### config.mk
export PLATFORM = sky130hd
export DESIGN_NAME = serial_add_ctrl
export DESIGN_NICKNAME = d
export VERILOG_FILES = /design/src/rtl/serial_add_ctrl.sv
export SDC_FILE = /design/constraint.sdc
export NUM_CORES = 1
export LEC_CHECK = 0
export ABC_AREA = 1
export ABC_CLOCK_PERIOD_IN_PS = 3250
export CAP_MARGIN = 30
export CORE_MARGIN = 4
export CORE_UTILIZATION = 32
export CTS_CLUSTER_SIZE = 40
export DETAILED_ROUTE_END_ITERATION = 7
export HOLD_SLACK_MARGIN = 0.1
export SKIP_LAST_GASP = 1
export SLEW_MARGIN = 20
export SYNTH_ARGS = -nofsm -noshare
export SYNTH_HDL_FRONTEND = slang
export SYNTH_SLANG_ARGS = --single-unit
### constraint.sdc
create_clock -name i_clk -period 3.25 [get_ports i_clk]
set_input_delay 0.8125 -clock i_clk [delete_from_list [all_inputs] [get_ports i_clk]]
set_output_delay 0.8125 -clock i_clk [all_outputs]
set_load 0.01 [all_outputs]
### src/rtl/serial_add_ctrl.sv
// -----------------------------------------------------------------------------
// serial_add_ctrl
//
// Bit-serial sequencer for an external 1-bit full adder. Two WIDTH-bit operands
// and a carry-in are accepted with a start/ready handshake. The block then feeds
// the adder one bit per clock, LSB first, and keeps the ripple carry in a
// register between cycles. When the last bit has been consumed it registers the
// WIDTH-bit sum, the carry-out and a signed-overflow flag, and pulses done.
//
// Ports
//   i_clk       rising-edge clock
//   i_rst_n     asynchronous active-low reset
//   i_start     request, sampled only while o_ready=1
//   i_op_a      operand A, captured on the accepting edge
//   i_op_b      operand B, captured on the accepting edge
//   i_cin       carry-in, captured on the accepting edge
//   o_ready     idle, a start will be accepted
//   o_busy      serial addition in progress
//   o_done      one-cycle pulse, result valid
//   o_sum       registered WIDTH-bit result
//   o_cout      registered carry-out of the MSB
//   o_ovf       registered signed overflow (carry into MSB ^ carry out of MSB)
//   o_fa_a      to full adder a
//   o_fa_b      to full adder b
//   o_fa_cin    to full adder cin
//   i_fa_sum    from full adder sum
//   i_fa_cout   from full adder cout
// -----------------------------------------------------------------------------
module serial_add_ctrl #(
  parameter int WIDTH = 8
) (
  input  logic             i_clk,
  input  logic             i_rst_n,
  input  logic             i_start,
  input  logic [WIDTH-1:0] i_op_a,
  input  logic [WIDTH-1:0] i_op_b,
  input  logic             i_cin,
  output logic             o_ready,
  output logic             o_busy,
  output logic             o_done,
  output logic [WIDTH-1:0] o_sum,
  output logic             o_cout,
  output logic             o_ovf,
  output logic             o_fa_a,
  output logic             o_fa_b,
  output logic             o_fa_cin,
  input  logic             i_fa_sum,
  input  logic             i_fa_cout
);

  // The counter must be able to hold WIDTH-1; a 1-bit build still needs one bit.
  localparam int CNT_W = (WIDTH > 1) ? $clog2(WIDTH) : 1;
  localparam logic [CNT_W-1:0] LAST_BIT = CNT_W'(WIDTH - 1);

  typedef enum logic [1:0] {
    IDLE = 2'd0,
    RUN  = 2'd1,
    DONE = 2'd2
  } state_t;

  state_t             r_state;
  state_t             w_nextState;

  logic [WIDTH-1:0]   r_aSh;
  logic [WIDTH-1:0]   r_bSh;
  logic [WIDTH-1:0]   r_sumSh;
  logic               r_carry;
  logic [CNT_W-1:0]   r_bitCnt;
  logic [WIDTH-1:0]   r_sum;
  logic               r_cout;
  logic               r_ovf;

  logic               w_accept;
  logic               w_lastBit;
  logic [WIDTH-1:0]   w_sumNext;

  assign w_accept  = (r_state == IDLE) && i_start;
  assign w_lastBit = (r_bitCnt == LAST_BIT);

  // New adder sum bit enters at the MSB; after WIDTH shifts bit 0 sits at the LSB.
  generate
    if (WIDTH == 1) begin : g_sumOne
      assign w_sumNext = i_fa_sum;
    end else begin : g_sumWide
      assign w_sumNext = {i_fa_sum, r_sumSh[WIDTH-1:1]};
    end
  endgenerate

  always_ff @(posedge i_clk or negedge i_rst_n) begin
    if (!i_rst_n) begin
      r_state <= IDLE;
    end else begin
      r_state <= w_nextState;
    end
  end

  // Handshake flags and the adder drive decode only from registered state, so
  // they stay glitch-free and the adder inputs are quiet outside RUN.
  always_comb begin
    w_nextState = r_state;
    o_ready     = 1'b0;
    o_busy      = 1'b0;
    o_done      = 1'b0;
    o_fa_a      = 1'b0;
    o_fa_b      = 1'b0;
    o_fa_cin    = 1'b0;
    case (r_state)
      IDLE: begin
        o_ready = 1'b1;
        if (i_start) begin
          w_nextState = RUN;
        end
      end
      RUN: begin
        o_busy   = 1'b1;
        o_fa_a   = r_aSh[0];
        o_fa_b   = r_bSh[0];
        o_fa_cin = r_carry;
        if (w_lastBit) begin
          w_nextState = DONE;
        end
      end
      DONE: begin
        o_done      = 1'b1;
        w_nextState = IDLE;
      end
      default: begin
        w_nextState = IDLE;
      end
    endcase
  end

  // On the final edge r_carry still holds the carry into the MSB, which is
  // what makes carry ^ fa_cout the signed-overflow flag.
  always_ff @(posedge i_clk or negedge i_rst_n) begin
    if (!i_rst_n) begin
      r_aSh    <= '0;
      r_bSh    <= '0;
      r_sumSh  <= '0;
      r_carry  <= 1'b0;
      r_bitCnt <= '0;
      r_sum    <= '0;
      r_cout   <= 1'b0;
      r_ovf    <= 1'b0;
    end else if (w_accept) begin
      r_aSh    <= i_op_a;
      r_bSh    <= i_op_b;
      r_sumSh  <= '0;
      r_carry  <= i_cin;
      r_bitCnt <= '0;
    end else if (r_state == RUN) begin
      r_sumSh  <= w_sumNext;
      r_carry  <= i_fa_cout;
      r_aSh    <= r_aSh >> 1;
      r_bSh    <= r_bSh >> 1;
      r_bitCnt <= r_bitCnt + CNT_W'(1);
      if (w_lastBit) begin
        r_sum  <= w_sumNext;
        r_cout <= i_fa_cout;
        r_ovf  <= r_carry ^ i_fa_cout;
      end
    end
  end

  assign o_sum  = r_sum;
  assign o_cout = r_cout;
  assign o_ovf  = r_ovf;

endmodule

# ---- Word-level counts from Yosys, hierarchy flattened
# Cells that the tools add are included.
dict set report totals {
  register_bits 40
  inputBits 22
  elab_cells 41
  out_inout_bits 16
}
dict set report op_classes {
  n_addsub 1
  bitwise 2
  muxes 19
  eq_ne 5
  reduce_logical 5
}
# cell count
set ops {}
lappend ops {{two-way mux 8 bit} 6}
lappend ops {{two-way mux 1 bit} 8}
lappend ops {{two-way mux 3 bit} 2}
lappend ops {{two-way mux 2 bit} 2}
lappend ops {{!= test 2 bit (second input constant)} 2}
lappend ops {{case mux 2 bit (2 select lines)} 1}
lappend ops {{adder 3 x 1 -> 3 bit (second input constant)} 1}
lappend ops {{equality test 3 bit (second input constant)} 1}
lappend ops {{AND reduction 3 bit} 1}
lappend ops {{equality test 2 x 1 -> 1 bit (second input constant)} 1}
lappend ops {{equality test 2 bit (second input constant)} 1}
lappend ops {{logical NOT 2 bit} 1}
lappend ops {{AND reduction 2 bit} 1}
lappend ops {{nonzero test 2 bit} 1}
lappend ops {{logical AND 1 bit} 1}
lappend ops {{inverter 1 bit} 1}
lappend ops {{bitwise XOR 1 bit} 1}

# ---- Depth between registers and ports, before layout
dict set report logic_depth {
  depth_word 4
  depth_mapped 7
  ltp_nobuf 6
}

# ---- Worst setup path after synthesis
# No wires, ideal clock.
dict set report synth_path {
  kind {reg2out}
  start {register r_state[1]}
  end {output port o_done}
  stages_incl_launch_ff 4
  setup_slack_ns 1.548
  arrival_time_ns 0.889
  cell_sequence {dfrtp_1 inv_2 buf_2 nor2_1}
}
dict set report synth_via {
  elab_chain_cells 2
}
# item line
set synth_lines {}
lappend synth_lines {{start, declared} 61} ;# state_t r_state;
lappend synth_lines {{start signal, assigned} 93} ;# r_state <= w_nextState;
lappend synth_lines {{equality test 2 bit} 107} ;# case (r_state)
lappend synth_lines {{two-way mux 1 bit} 107}
lappend synth_lines {{end, declared} 40} ;# output logic o_done,
# No other way between the ends.

# ---- Final worst setup path
dict set report layout_path {
  start {register r_state[1]}
  end {output port o_busy}
}
dict set report layout_via {
  elab_chain_cells 2
}
# item line
set layout_lines {}
lappend layout_lines {{equality test 2 x 1 -> 1 bit} 107}
lappend layout_lines {{two-way mux 1 bit} 107}
lappend layout_lines {{end, declared} 39} ;# output logic o_busy,
# No other way between the ends.

==> results.toml <==
[cts]
cts_tree = "built"
post-cts-setup-buffers = 0
h-tree-depth = 2
cts_hold_buf = 0
clk_latency_ps = 290
cts_buffers = 5
cts.root.buffer_cell = "clkbuf_8"
clk_path_buf_depth = 2
clock_sinks = 39
post_cts_resized = 0
path_clk_slew_ps = 80

[sta]
final_max_slew_viol_count = 0
tns_ps = 0
layout_min_cycle_time_ps = 2680
hold_violations = 0
max_freq_mhz = 373
setup_viol = 0
fin_crit_sh_pct = 82.5
fin_skew_ps = 3.86
whs_ps = 405
max-slew-margin-rel_pct = 54.2
rsz0062_at_grt = "false"
worst_pin_slew_ps = 685

[die]
boundaryPins = 38
die_y_um = 84.3
rows = 27
start_util_pct = 33.4
dieArea_um2 = 7110
core_area_um2 = 5570
fp.dieW_um = 84.3

[global_routing]
grt-ovfl-total = 0
grtUsageTotal_pct = 11.8
grt_pass1_vias = 1528
grt_pass1_wl_mm = 6.69
grt_max_degree = 40
antenna_found_initial = 0

[routing]
vias = 1523
ant_nets = 0
drt_iter0_markers = 73
route.detailed.drc = 0
post_drt_via_cell_ratio = 4.44
dr.pass1.iters = 4
wl_per_cell_um = 11.3
routed_wl_mm = 3.88

[synth]
synth.distinct_cells = 17
synth_top_family_by_area = "simple AND/OR/NAND/NOR gates"
muxShareOfSynthArea_pct = 0
synth_warnings = 0
synth-simple-area-share_pct = 36.3
synth_compound_area_share_pct = 1.41
syn_avg_cell_area_um2 = 7.96
syn_area_um2 = 1860
syn-num-nets = 258
ys_seq_elements = 39
yosysSeqAreaShare_pct = 52.4
synthAdderAreaFrac_pct = 1.34
synth-xor-area-share_pct = 0
syn_inst = 234

[place]
place.gp.congestion = 0.763
io_buffer_count = 37
placed_area_um2 = 2250
dp.final_hpwl_mm = 2.63

[setup_path]
cpLargestDelayFamily = "buffers and inverters"
critPathBufInv = 3
start_kind = "flop"
worstPathArrival_ps = 1870
end_kind = "output port"
crit_path_cell_trace = "inv_2 > nand2_4 > inv_4 > clkdlybuf4s50_1"
crit_type = "flop to output port"
crit_slowest_cell = "clkdlybuf4s50_1"
cp_max_fo = 15
critical_path_required_ps = 2440
cpPeakStageDelay_ps = 570

[layout]
final_cell_mix = "nand2_1, dfrtp_1, clkdlybuf4s50_1"
fin_area_um2 = 2390
antenna_cells = 0
fin_util_pct = 42.8
nets = 294
layout-drive-gt1-share_pct = 7.38
final_common_cell = "nand2_1"
fill_cells = 572
syn_to_final_growth_pct = 28.1

[pwr]
peakVddDrop_mv = 0.276
p_per_area_nw_per_um2 = 879
power.leakage_nw = 1.26

[worst_hold_path]
hold_path.class = "input port to async pin"

[run_status]
status = "finished, final reports clean"

[run]
drv_cap = 0
[registers in the layout, indices dropped and copies added, names as in the netlist]
name      count
r_state       2
r_aSh         8
o_ovf         1
r_sumSh       7
r_carry       1
r_bSh         8
o_sum         8
o_cout        1
r_bitCnt      3
[through the flow]
step	cells	setup WS, ps	power, mW
after floorplan	234	1550	1.40
after global placement	334	894	1.68
after detailed placement	334	875	1.70
after CTS	342	547	2.13
after global routing	343	470	2.28
final	343	569	2.10
[final timing paths]
check | start | cells past startpoint | slack, ps | to
worst max-delay path | r_state[1]$_DFFE_PN0P_ | 4 | 570 | o_busy
worst min-delay path | i_rst_n | 1 | 400 | r_bSh[7]$_DFFE_PN0P_
worst max register to register | r_bitCnt[0]$_DFFE_PN0P_ | 6 | 1700 | o_sum[2]$_DFFE_PN0P_
worst min register to register | o_sum[5]$_DFFE_PN0P_ | 2 | 470 | o_sum[5]$_DFFE_PN0P_
max in group asynchronous | i_rst_n | 2 | 2410 | r_bSh[1]$_DFFE_PN0P_
min in group i_clk | o_sum[5]$_DFFE_PN0P_ | 2 | 470 | o_sum[5]$_DFFE_PN0P_
[metal layers]
metal  part of all wire, %  up-vias  global-route usage [%]  wire length, um
met5                     0        -                       0                0
met4                   2.1        0                    6.14               81
met3                   4.4        5                    2.85              172
met2                    47       27                    19.7             1820
met1                    46      700                    14.1             1800
li1                      -      791                       -                -
[Yosys cell counts]
cell | instances | area [um^2]
nand2_1 | 119 | 447
dfrtp_1 | 39 | 976
nand3_1 | 32 | 160
inv_1 | 17 | 63.8
buf_2 | 5 | 25.0
buf_6 | 4 | 45.0
nor2_1 | 4 | 15.0
buf_4 | 2 | 15.0
ha_1 | 2 | 25.0
nand2_4 | 2 | 22.5
o21ai_0 | 2 | 10.0
inv_2 | 1 | 3.75
inv_4 | 1 | 6.26
nand2_2 | 1 | 6.26
nor2_2 | 1 | 6.26
nor2_8 | 1 | 20.0
o21ai_4 | 1 | 16.3
[cell type report]
class / instances / area, um^2 / share of cell area [%]
inverter: 19 / 73.8 / 3.09
multi-input combinational: 165 / 728 / 30.5
tap: 72 / 90.1 / 3.78
sequential: 39 / 976 / 40.9
timing repair buffer: 40 / 400 / 16.8
clock inverter: 2 / 35.0 / 1.47
clock buffer: 6 / 82.6 / 3.46
[power breakdown]
group          internal [mW]  total, mW  leakage (nW)  switching, mW
combinational          0.377      0.823         0.705          0.446
sequential             0.706      0.857         0.491          0.151
clock                  0.248      0.419        0.0612          0.170
[cell families (layout without fill, tap and decap cells)]
kind of cell / Yosys count / after routing
DFF: 39 / 39
buffers and inverters: 30 / 67
adders and majority gates: 2 / 2
and+or+nand+nor: 160 / 160
AOI/OAI and AO/OA: 3 / 3
(Power assumes the default switching activity.)
